`config.mk`:
```
export PLATFORM = sky130hd
export DESIGN_NAME = time_set_ctrl
export DESIGN_NICKNAME = d
export VERILOG_FILES = /design/src/rtl/time_set_ctrl.sv
export SDC_FILE = /design/constraint.sdc
export NUM_CORES = 1
export LEC_CHECK = 0
export ABC_AREA = 1
export BUFFER_PORTS_ARGS = -buffer_cell sky130_fd_sc_hd__buf_4
export CAP_MARGIN = 25
export CORE_ASPECT_RATIO = 1.1
export CORE_UTILIZATION = 30
export CTS_CLUSTER_DIAMETER = 100
export CTS_CLUSTER_SIZE = 24
export DETAILED_ROUTE_END_ITERATION = 6
export SKIP_CTS_REPAIR_TIMING = 1
export SYNTH_ARGS = -nofsm -noshare
export SYNTH_HDL_FRONTEND = slang
export SYNTH_SLANG_ARGS = --single-unit
```
`constraint.sdc`:
```
create_clock -name clk -period 2.7 [get_ports clk]
set_clock_uncertainty 0.1 [all_clocks]
set_input_delay 0.135 -clock clk [delete_from_list [all_inputs] [get_ports clk]]
set_output_delay 0.135 -clock clk [all_outputs]
set_load 0.05 [all_outputs]
```
`src/rtl/time_set_ctrl.sv`:
```
// Time/date set sequencer: captures cur_time, edits NUM_FIELDS fields MSB-first with
// wrap-around and hold-to-repeat, then pulses commit (last field confirmed) or abort (inactivity).
module time_set_ctrl #(
  parameter int NUM_FIELDS = 3,
  parameter int FIELD_W = 6,
  parameter logic [NUM_FIELDS*FIELD_W-1:0] FIELD_MAX = {6'd23, 6'd59, 6'd59},
  parameter int REPEAT_DLY = 50_000_000,
  parameter int REPEAT_PER = 12_500_000,
  parameter int TIMEOUT_TICKS = 30
) (
  input  logic                          clk,
  input  logic                          rst,
  input  logic                          tick,
  input  logic                          set_btn,
  input  logic                          inc_btn,
  input  logic                          dec_btn,
  input  logic [NUM_FIELDS*FIELD_W-1:0] cur_time,
  output logic [NUM_FIELDS*FIELD_W-1:0] edit_val,
  output logic [NUM_FIELDS-1:0]         field_sel,
  output logic                          setting,
  output logic                          commit,
  output logic                          abort,
  output logic                          blink
);
  localparam int VW   = NUM_FIELDS * FIELD_W;
  localparam int RMAX = (REPEAT_DLY > REPEAT_PER) ? REPEAT_DLY : REPEAT_PER;
  localparam int RW   = $clog2(RMAX + 1);
  localparam int TW   = $clog2(TIMEOUT_TICKS + 1);
  localparam logic [RW-1:0] DLY_C  = RW'(REPEAT_DLY);
  localparam logic [RW-1:0] PER_C  = RW'(REPEAT_PER);
  localparam logic [TW-1:0] TO_LST = TW'(TIMEOUT_TICKS - 1);

  typedef enum logic [1:0] {IDLE, EDIT, COMMIT, ABORT} state_t;
  state_t state, state_nxt;

  logic          set_q, inc_q, dec_q;
  logic          set_rise, one_btn, one_rise, rep_step, step, evt, to_hit;
  logic [RW-1:0] rep_cnt;
  logic          rep_on;
  logic [TW-1:0] to_cnt;
  logic [VW-1:0] val_nxt;
  logic [NUM_FIELDS-1:0] sel_nxt;

  function automatic logic [FIELD_W-1:0] bump(input logic [FIELD_W-1:0] v,
                                              input logic [FIELD_W-1:0] mx,
                                              input logic up);
    if (up) return (v >= mx) ? '0 : v + FIELD_W'(1);
    else    return (v == '0 || v > mx) ? mx : v - FIELD_W'(1);
  endfunction

  // Exactly one of inc/dec drives stepping; both together is treated as no button.
  assign set_rise = set_btn & ~set_q;
  assign one_btn  = inc_btn ^ dec_btn;
  assign one_rise = (inc_btn & ~dec_btn & ~inc_q) | (dec_btn & ~inc_btn & ~dec_q);
  assign rep_step = one_btn & ~one_rise & (rep_on ? (rep_cnt == PER_C) : (rep_cnt == DLY_C));
  assign step     = (state == EDIT) & (one_rise | rep_step);
  assign evt      = (state == EDIT) & (set_rise | step);
  assign to_hit   = (state == EDIT) & ~evt & tick & (to_cnt == TO_LST);

  always_comb begin
    state_nxt = state;
    val_nxt   = edit_val;
    sel_nxt   = field_sel;
    case (state)
      IDLE: begin
        if (set_rise) begin
          state_nxt = EDIT;
          val_nxt   = cur_time;
          sel_nxt   = '0;
          sel_nxt[NUM_FIELDS-1] = 1'b1;
        end
      end
      EDIT: begin
        if (set_rise) begin
          if (field_sel[0]) begin
            state_nxt = COMMIT;
            sel_nxt   = '0;
          end else begin
            sel_nxt = field_sel >> 1;
          end
        end else begin
          if (step) begin
            for (int i = 0; i < NUM_FIELDS; i++) begin
              if (field_sel[i])
                val_nxt[i*FIELD_W +: FIELD_W] = bump(edit_val[i*FIELD_W +: FIELD_W],
                                                     FIELD_MAX[i*FIELD_W +: FIELD_W], inc_btn);
            end
          end
          if (to_hit) begin
            state_nxt = ABORT;
            sel_nxt   = '0;
          end
        end
      end
      default: state_nxt = IDLE;
    endcase
  end

  always_ff @(posedge clk or posedge rst) begin
    if (rst) begin
      state     <= IDLE;
      edit_val  <= '0;
      field_sel <= '0;
      setting   <= 1'b0;
      commit    <= 1'b0;
      abort     <= 1'b0;
      blink     <= 1'b0;
    end else begin
      state     <= state_nxt;
      edit_val  <= val_nxt;
      field_sel <= sel_nxt;
      setting   <= (state_nxt != IDLE);
      commit    <= (state_nxt == COMMIT);
      abort     <= (state_nxt == ABORT);
      blink     <= (state_nxt == EDIT && state == EDIT) ? (blink ^ tick) : 1'b0;
    end
  end

  always_ff @(posedge clk or posedge rst) begin
    if (rst) begin
      set_q <= 1'b0;
      inc_q <= 1'b0;
      dec_q <= 1'b0;
    end else begin
      set_q <= set_btn;
      inc_q <= inc_btn;
      dec_q <= dec_btn;
    end
  end

  // rep_cnt holds cycles since the press (or last step); rep_on selects first-delay vs period.
  always_ff @(posedge clk or posedge rst) begin
    if (rst) begin
      rep_cnt <= '0;
      rep_on  <= 1'b0;
    end else if (state != EDIT || !one_btn) begin
      rep_cnt <= '0;
      rep_on  <= 1'b0;
    end else if (one_rise || rep_step) begin
      rep_cnt <= RW'(1);
      rep_on  <= rep_step;
    end else begin
      rep_cnt <= rep_cnt + RW'(1);
    end
  end

  always_ff @(posedge clk or posedge rst) begin
    if (rst)                         to_cnt <= '0;
    else if (state != EDIT || evt)   to_cnt <= '0;
    else if (tick)                   to_cnt <= to_cnt + TW'(1);
  end
endmodule

```
==> run metrics, run 1 <==
Logic pwr share about half; Register-to-Register Path Depth 12; Synth Area in Simple Gates about 33%; commonest non-fill, non-tap cell in the layout nand2_1; port bufs 48; max-slew violation count 0; Syn. warnings 0; register area 1550 µm²; Crit Path Category in -> reg; sequential cell area fraction in the yosys report 37.5%; layout cells sized above 1 17.9%; average routed wire per standard cell 13.2 µm; Final Hold Viols 1; hold depth 3; post-route insts no fill between 700 and 800; main combinational cell family by area after synthesis simple AND/OR/NAND/NOR gates; Hold Slack -0.000663 ns; Final ANT Viol Nets 0; max capacitance violation total 0; P_int about 2700 µW; top cells by area, synth dfrtp_1 37%, nand2_1 11%, nor2_1 6.5%; cell area after layout 5020 µm²; Crit path arrival time 2.39 ns; FILL cells 1429; Synth cell types 40; top-level port count 49; final setup violation count 0; CTS Buf Count 9; largest net degree at the start of global routing 43; Worst setup SP type primary input; Vias 3858; switching power 2490 µW; clk root buf clkbuf_16; final wirelength 10500 µm; Die Wd 114 µm; CTS H-tree depth 3; worst-margin pin slew 0.621 ns; Synth Area in Compound Gates 10.2%; fin nets 646; Multi-input gate area approximately 2200 µm²; initial antenna violation count 0; Synth Instances 559; Clock Power Share between 20 and 25%; core footprint 13300 µm²; failing checks negative hold slack; CTS tree built; clock sink count 62; drt initial violations 201; RSZ-0062 raised after global routing no; Adder-Cell Fraction of Synth Area under 10%; Mapped Nets 596; Overflow after GRT 0; Peak VDD IR 0.000841 V; chip height around 130 µm; Switching Fraction 48.1%; hold endpoint edit_val[3]; Power Density 1030 nW/µm²; CP endpoint kind flop; vias in the first global route 3753; Cell Rows 44; DRC 0; die area 14300 µm²; global placer's final weighted congestion a little under 0.9; Clock transition at path regs 0.06 ns; reg2reg end rep_cnt[19]; run status complete, but fails checks; Avg Inst Size Synth 7.41 µm²; first-pass GRT wire length 17700 µm; #FFs+latches synth 62; Reg power frac 28.4%; diode count 0; post-synth top area share 37.5%; DRT Pass-1 Iters 4; Worst EP required 2.82 ns; most frequent cells in the layout 124 x nand2_1, 72 x nor2_1, 62 x inv_1, 62 x dfrtp_1, 52 x buf_4; Min Clock Period, post-route between 2 and 2.5 ns; area leader, netlist dfrtp_1; via/cell ratio between 4 and 5; Worst-Skew Late Latency 0.33 ns; FMAX around 0.44 GHz; reg2reg start rep_cnt[0]; Hold Path Origin cur_time[3]; Final Cycle Share 84.2%; dpl cell area 4670 µm²; clk buf depth 2; R2R setup slack ~0.56 ns; synthesized area 4140 µm²; multiplexer area fraction after synthesis 0%; Fin Setup TNS 0 ns; area grow syn2layout 21.2%; Min-Delay Path Class in -> reg; worst-path fanout max 24; effective utilization at floorplan 31.1%; xor/xnor cell area share of the yosys netlist 6.55%; slew margin rel. 58.2%; static leakage 0.00235 µW; DP HPWL roughly 8000 µm; placed cells 778; gr usage total ~16%
Yosys cell counts, drive strengths merged:
cell type and number:
o21a 1, nor3b 2, nor3 15, a21o 1
o31ai 1, xnor2 4, a21boi 1, buf 6
o21ai 39, a21oi 14, o22ai 1, nand2 133
or2 1, a31o 1, ha 13, dfrtp 62
nand3b 3, and3 2, o211ai 5, clkbuf 11
a31oi 7, inv 69, nand3 34, nor2 82
nor4 8, xor2 27, nand4 16
critical path, stage by stage:
cell and delay (ns):
dlygate4sd3_1 0.52, buf_4 0.17, inv_1 0.07, ha_1 0.31, inv_1 0.07, nand3_1 0.08
nor2_1 0.10, nand3_1 0.10, nor2_2 0.18, nor2_4 0.07, nand2_2 0.38, a21oi_1 0.08
o21a_1 0.12
through the flow:
step,total power [µW],worst slack [ns],utilization (%)
finish,5170,0.428,37.7
global route,5540,0.239,37.7
CTS,5200,0.549,37.4
detailed placement,4000,0.556,35.1
global placement,3930,0.638,35.1
floorplan,3340,0.686,-
how the worst max path moves through the flow:
stage	start	to	slack, ns	cells after the start
floorplan	inc_btn	edit_val[16]	0.69	16
global placement	rep_cnt[0]	rep_cnt[19]	0.64	12
detailed placement	rep_cnt[0]	rep_cnt[19]	0.56	12
CTS	rep_cnt[0]	rep_cnt[19]	0.55	12
global route	inc_btn	rep_cnt[19]	0.24	13
finish	inc_btn	rep_cnt[19]	0.43	13
sequential cells by signal, indices dropped and copies added, names as in the netlist:
register and flops:
set_q 1, dec_q 1, to_cnt 5, field_sel 3, inc_q 1, setting 1, rep_on 1, rep_cnt 26
blink 1, abort 1, state 2, commit 1, edit_val 18
layer usage:
metal	vias to the layer above	wire [µm]	track usage, %	part of all wire, %
met1	1839	4510	18.7	43
met2	90	5290	27.0	50
li1	1910	-	-	-
met3	19	500	3.93	4.7
met4	0	223	5.35	2.1
met5	-	0	0	0
power groups by stage:
stage          Combinational [µW]  Sequential (µW)  Clock, µW
5_1_grt                      2780             1510       1250
3_3_place_gp                 2460             1470          0
2_1_floorplan                1460             1870          0
4_1_cts                      2530             1460       1200
3_5_place_dp                 2520             1480          0
6_report                     2520             1470       1180
cell type report:
class / instances / share of cell area, %
flip-flops and latches: 62 / 30.9
inverters: 69 / 5.16
multi-input cells: 411 / 44.6
clock buffers: 10 / 4.76
well taps: 184 / 4.59
clock inverters: 6 / 1.40
repair buffers: 56 / 8.57
cells by family after synthesis:
| group | Yosys count |
|---|---|
| and+or+nand+nor | 296 |
| buffers and inverters | 86 |
| AOI/OAI and AO/OA | 71 |
| DFF | 62 |
| xor gates and xnor gates | 31 |
| adders and majority gates | 13 |
Power figures use the tool's default switching activity.
==> inputs of run 2 (changes only) <==
--- a/config.mk
+++ b/config.mk
@@ -5,7 +5,7 @@
 export SDC_FILE = /design/constraint.sdc
 export NUM_CORES = 1
 export LEC_CHECK = 0
-export ABC_AREA = 1
+export ABC_AREA = 0
 export BUFFER_PORTS_ARGS = -buffer_cell sky130_fd_sc_hd__buf_4
 export CAP_MARGIN = 25
 export CORE_ASPECT_RATIO = 1.1
==> constraint.sdc (replaced) <==
create_clock -name clk -period 2.2 [get_ports clk]
set_clock_uncertainty 0.1 [all_clocks]
set_input_delay 0.11 -clock clk [delete_from_list [all_inputs] [get_ports clk]]
set_output_delay 0.11 -clock clk [all_outputs]
set_load 0.05 [all_outputs]
==> run 2 against run 1 <==
The flow finishes with violations (negative hold slack, negative setup slack). Register-to-register slack got worse by 0.86 ns. Die area decreased by 6.2%. Count of clock-buffer cells in the layout increased by 1. Sequential share of layout area decreased by 2.1 points. Critical endpoint is now state[1]. Largest cell class unchanged. Highest routed layer unchanged.
==> run metrics, run 2 <==
Worst setup SP type flop; worst-margin pin slew 0.599 ns (-0.0218 ns); fin nets 579 (-10%); sequential cell area fraction in the yosys report 40.0% (+2.5 points); Vias 3609 (-6.5%); Worst EP required 2.32 ns (-0.50 ns); die area 13400 µm² (-6.2%); post-synth top area share 40.0% (+2.5 points); reg2reg end state[1]; synthesized area 3880 µm² (-6.3%); DRC 0 (unchanged); Final ANT Viol Nets 0 (unchanged); most frequent cells after synthesis 63 x nor2_1, 62 x dfrtp_1, 38 x nand2_1; chip height 121 µm (-3.1%); final setup violation count 56 (+56); flip-flop count of the largest register after layout 26 (unchanged); clk root buf clkbuf_16; post-route insts no fill 704 (-12%); gr usage total 15.6% (-0.061 points); area grow syn2layout 38.9%; top-level port count 49 (unchanged); area leader, netlist dfrtp_1; DRT Pass-1 Iters 6 (+2); largest net degree at the start of global routing 63 (+47%); Final Hold Viols 1 (unchanged); drt initial violations 186 (-7.5%); port bufs 48 (unchanged); effective utilization at floorplan 30.8% (-0.26 points); FILL cells 1236 (-14%); vias in the first global route 3466 (-7.6%); Peak VDD IR 0.000722 V (-14%); fraction of registers with async set/reset 100% (unchanged); Synth Instances 437 (-22%); CP endpoint kind flop; Syn. warnings 0 (unchanged); commonest non-fill, non-tap cell in the layout buf_4; Power Density 1290 nW/µm² (+25%); most frequent cell after synthesis nor2_1; CTS Buf Count 9 (unchanged); placed cells 673 (-13%); max capacitance violation total 0 (unchanged); Min-Delay Path Class in -> reg; Min Clock Period, post-route 2.50 ns; reg2reg start rep_cnt[9]; Finished Core Util 42.8% (+5.2 points); grt met2 use 26.1% (-0.94 points); DP HPWL 7250 µm (-7.4%); max-slew violation count 0 (unchanged); layout cells sized above 1 29.4% (+12 points); Register-to-Register Path Depth 6 (-6); worst slack, placed -0.404 ns (-0.959 ns); clk buf depth 2 (unchanged); top cells by area, synth dfrtp_1 40%, nor2_1 6.1%, xor2_1 4.7%; grt met3 use 3.75% (-0.18 points); Synth Flop Type dfrtp_1; RSZ-0062 raised after global routing yes; Final Cycle Share 113%; hold endpoint edit_val[8]; first-pass GRT wire length 16700 µm (-5.7%); diode count 0 (unchanged); global placer's final weighted congestion 0.804 (-10%); Clock transition at path regs 0.06 ns (about the same); final wirelength 10200 µm (-2.8%); setup ws final -0.296 ns (-0.723 ns); Synth cell types 61 (+53%); slew margin rel. 59.6% (+1.3 points); Mapped Nets 474 (-20%); M1 GR Usage 19.6% (+0.93 points); Crit path arrival time 2.61 ns (+0.22 ns); average routed wire per standard cell 14.5 µm (+10%); Post-synth EDFFs 0 (unchanged); Top Usage Layer GRT met2; Overflow after GRT 0 (unchanged); Most flops, register rep_cnt; Regs by FF count rep_cnt x26, edit_val x18, to_cnt x5; clock sink count 62 (unchanged); Crit Path Category reg -> reg; Hold Path Origin cur_time[8]; worst-path fanout max 3 (-88%); CTS tree built; initial antenna violation count 0 (unchanged); static leakage 0.00240 µW (+2.4%); most frequent cells in the layout 100 x buf_4, 60 x dfrtp_1, 59 x nor2_1, 35 x nand2_1, 21 x xor2_1; #FFs+latches synth 62 (unchanged); via/cell ratio 5.13 (+6.0%); FMAX roughly 0.40 GHz; Avg Inst Size Synth 8.88 µm² (+20%); run status complete, but fails checks; hold depth 3 (unchanged); Die Wd 110 µm (-3.1%); Worst-Skew Late Latency 0.33 ns (about the same); failing checks negative hold slack, negative setup slack; Hold Slack -0.0136 ns (-0.0129 ns); R2R setup slack -0.30 ns (-0.86 ns); core footprint 12600 µm² (-5.5%); CTS H-tree depth 3 (unchanged); Cell Rows 43 (-2.3%); Fin Setup TNS -12.44 ns (-12.44 ns); Tot Pwr 6940 µW (+34%)
==> run 2: worst max-delay path by stage <==
stage                     from           to  slack [ns]  depth (start not counted)
CTS                 rep_cnt[9]  edit_val[1]       -0.41                          5
finish              rep_cnt[9]     state[1]       -0.30                          6
detailed placement  rep_cnt[9]  edit_val[1]       -0.40                          5
global placement    rep_cnt[9]  edit_val[7]       -0.36                          6
floorplan           rep_cnt[9]  edit_val[1]       -0.36                          6
global route        rep_cnt[9]        blink       -0.38                          6
==> run 2: worst max-delay path: stages (launching register included) <==
cell and delay [ns]:
dfrtp_1 0.37, or4b_4 0.54, or4_4 0.44, a2111oi_4 0.30, nor3_1 0.14, and2_4 0.20, or2_2 0.29
==> run 2: cell type report <==
| cell class | count | area (µm²) | area share [%] |
|---|---|---|---|
| inverter | 18 | 67.6 | 1.25 |
| tap | 157 | 196 | 3.64 |
| multi-input combinational | 332 | 2260 | 41.8 |
| sequential | 62 | 1550 | 28.8 |
| clock buffer | 11 | 253 | 4.69 |
| timing repair buffer | 119 | 985 | 18.3 |
| clock inverter | 5 | 81.3 | 1.51 |
==> run 2: logic make-up (layout without fill, tap and decap cells) <==
| family | Yosys count | count (layout) | share of synthesized area [%] |
|---|---|---|---|
| flops | 62 | 62 | 40.0 |
| fa+ha+maj | 13 | 13 | 4.19 |
| compound gates | 95 | 95 | 17.9 |
| buf+inv | 43 | 153 | 5.03 |
| simple gates | 180 | 180 | 22.7 |
| mux | 5 | 5 | 1.45 |
| xor+xnor | 39 | 39 | 8.80 |
==> run 2: layer usage <==
layer,vias to the layer above,share of wire (%)
li1,1773,-
met1,1730,45
met2,90,49
met3,16,4.1
met4,0,1.8
met5,-,0
==> run 2: power by group <==
| part | switching (µW) | leakage (µW) | internal [µW] |
|---|---|---|---|
| combinational | 2120 | 0.00143 | 1430 |
| clock | 517 | 0.000162 | 1050 |
| sequential | 431 | 0.000809 | 1390 |
| total | 3070 | 0.00240 | 3870 |
==> run 2: per-stage QoR <==
step / hold slack, ns / area, µm²
floorplan: 0.0414 / 3910
global placement: 0.112 / 4780
detailed placement: 0.117 / 4780
CTS: -0.238 / 5120
global route: 0.00762 / 5390
finish: -0.0136 / 5390
==> inputs of run 3 (changes only) <==
--- a/config.mk
+++ b/config.mk
@@ -13,7 +13,6 @@
 export CTS_CLUSTER_DIAMETER = 100
 export CTS_CLUSTER_SIZE = 24
 export DETAILED_ROUTE_END_ITERATION = 6
-export SKIP_CTS_REPAIR_TIMING = 1
 export SYNTH_ARGS = -nofsm -noshare
 export SYNTH_HDL_FRONTEND = slang
 export SYNTH_SLANG_ARGS = --single-unit
==> run 3 against run 2 <==
The flow finishes with violations (negative setup slack). Sequential power is essentially flat. Final cell count grew 0.99%. Combinational power grew 4%. Maximum frequency shrank 0.18%. Count of clock-buffer cells in the layout is the same. Routed wire length grew 3.4%. Via count grew 0.61%. Core utilization grew 1.6 points. Critical path depth grew 1. Design area grew 3.6%. Critical endpoint is now rep_cnt[9].
==> run metrics, run 3 (synthesis gave the netlist of run 2 again) <==
Most flops, register rep_cnt; Crit path max-delay family simple AND/OR/NAND/NOR gates; max-slew violation count 0 (unchanged); vias in the first global route 3551 (+2.5%); clock sink count 62 (unchanged); top-level port count 49 (unchanged); port bufs 48 (unchanged); Slowest-stage cell, CP or4b_4; Final Cycle Share 114% (+0.20 points); average routed wire per standard cell 14.9 µm (+2.4%); commonest non-fill, non-tap cell in the layout buf_4; layout cells sized above 1 32.7% (+3.2 points); max capacitance violation total 0 (unchanged); fin nets 586 (+1.2%); Clock transition at path regs 0.06 ns (about the same); Cell Rows 43 (unchanged); post-route insts no fill 711 (+0.99%); WP buf/inv 2 (+2); worst slack, placed -0.404 ns (unchanged); global placer's final weighted congestion 0.804 (unchanged); DRC 0 (unchanged); worst path cell trace or4b_4 -> or4_4 -> a2111oi_4 -> buf_4 -> or4_4 -> clkbuf_16 -> nor2_1; Finished Core Util 44.4% (+1.6 points); core footprint 12600 µm² (unchanged); Hold Slack 0.0103 ns (+0.0239 ns); final setup violation count 56 (unchanged); Crit Path Category reg -> reg; failing checks negative setup slack; CP max stage delay 0.54 ns (about the same); Worst setup SP type flop; Overflow after GRT 0 (unchanged); chip height 121 µm (unchanged); CTS tree built; dpl cell area 4780 µm² (unchanged); diode count 0 (unchanged); CP endpoint kind flop; effective utilization at floorplan 30.8% (unchanged); Final ANT Viol Nets 0 (unchanged); first-pass GRT wire length 17300 µm (+3.6%); Vias 3631 (+0.61%); placed cells 673 (unchanged); clk root buf clkbuf_16; CTS H-tree depth 3 (unchanged); drt initial violations 170 (-8.6%); Peak VDD IR 0.000712 V (-1.4%); Worst EP required 2.32 ns (about the same); Regs by FF count rep_cnt x26, edit_val x18, to_cnt x5; Power Density 1270 nW/µm² (-1.3%); Die Wd 110 µm (unchanged); Final Hold Viols 0 (-1); area grow syn2layout 44.0%; via/cell ratio 5.11 (-0.38%); die area 13400 µm² (unchanged); Crit path arrival time 2.62 ns (about the same); Min Clock Period, post-route 2.50 ns (+0.00443 ns); Min-Delay Path Class in -> reg; static leakage 0.00245 µW (+2.0%); setup ws final -0.300 ns (-0.00443 ns); run status complete, but fails checks; worst-path fanout max 6 (+3); RSZ-0062 raised after global routing yes; worst-margin pin slew 0.571 ns (-0.0277 ns); DRT Pass-1 Iters 4 (-2); Worst-Skew Late Latency 0.34 ns (about the same); initial antenna violation count 0 (unchanged); Top cell by count, worst path or4_4; slew margin rel. 61.4% (+1.9 points); most frequent cells in the layout 99 x buf_4, 60 x dfrtp_1, 44 x nor2_1, 34 x nand2_1, 21 x xor2_1; DP HPWL 7250 µm (unchanged); gr usage total 16.1% (+0.53 points); FMAX 0.400 GHz (-0.18%); clk buf depth 2 (unchanged); CTS Buf Count 9 (unchanged); FILL cells 1208 (-2.3%); largest net degree at the start of global routing 63 (unchanged); final wirelength 10600 µm (+3.4%); cell area after layout 5590 µm² (+3.6%); flip-flop count of the largest register after layout 26 (unchanged)
## run 3: area by class of cell
cell class	count	area, µm²	share of cell area (%)
well taps	157	196	3.51
clock buffers	11	253	4.52
repair buffers	126	1090	19.6
flip-flops and latches	62	1550	27.8
inverters	18	67.6	1.21
clock inverters	5	81.3	1.46
multi-input cells	332	2340	41.9
## run 3: power by group
group          switching [µW]  internal [µW]  leakage [µW]
registers                 437           1390      0.000809
clock network             521           1050      0.000162
logic                    2180           1520       0.00148
## run 3: repair_timing
item,4_1_cts,5_1_grt
hold buffers,14,0
pin swaps,6,15
resized for setup,19,42
cloned,2,3
setup endpoints to repair,56,56
setup buffers,1,2
endpoints found under the hold margin,75,0
## run 3: path summary, 6_finish.rpt
| path | startpoint | to | slack, ns | cells past startpoint |
|---|---|---|---|---|
| max | rep_cnt[9] | rep_cnt[9] | -0.30 | 7 |
| min | cur_time[17] | edit_val[17] | 0.01 | 4 |
| max reg2reg | rep_cnt[9] | rep_cnt[9] | -0.30 | 7 |
| min reg2reg | rep_cnt[21] | rep_cnt[21] | 0.43 | 2 |
| max in group asynchronous | rst | rep_cnt[2] | 1.40 | 4 |
| min in group asynchronous | rst | edit_val[4] | 0.31 | 4 |
## run 3: routing by layer
metal	up-vias	track usage, %	wire [µm]
met5	-	0	0
met3	14	3.85	282
met1	1771	20.2	4820
li1	1783	-	-
met2	63	27.3	5290
met4	0	5.25	196
## run 3: stage by stage
stage	total power, µW	setup TNS, ns
6_report	7100	-13.49
5_1_grt	7550	-18.57
4_1_cts	6890	-11.70
3_5_place_dp	5170	-16.00
3_3_place_gp	5080	-13.16
2_1_floorplan	4140	-8.83
## run 3: worst register-to-register path: stages (launching register included)
cell	delay, ns
dfrtp_1	0.37
or4b_4	0.54
or4_4	0.44
a2111oi_4	0.30
buf_4	0.20
or4_4	0.22
clkbuf_16	0.18
nor2_1	0.04
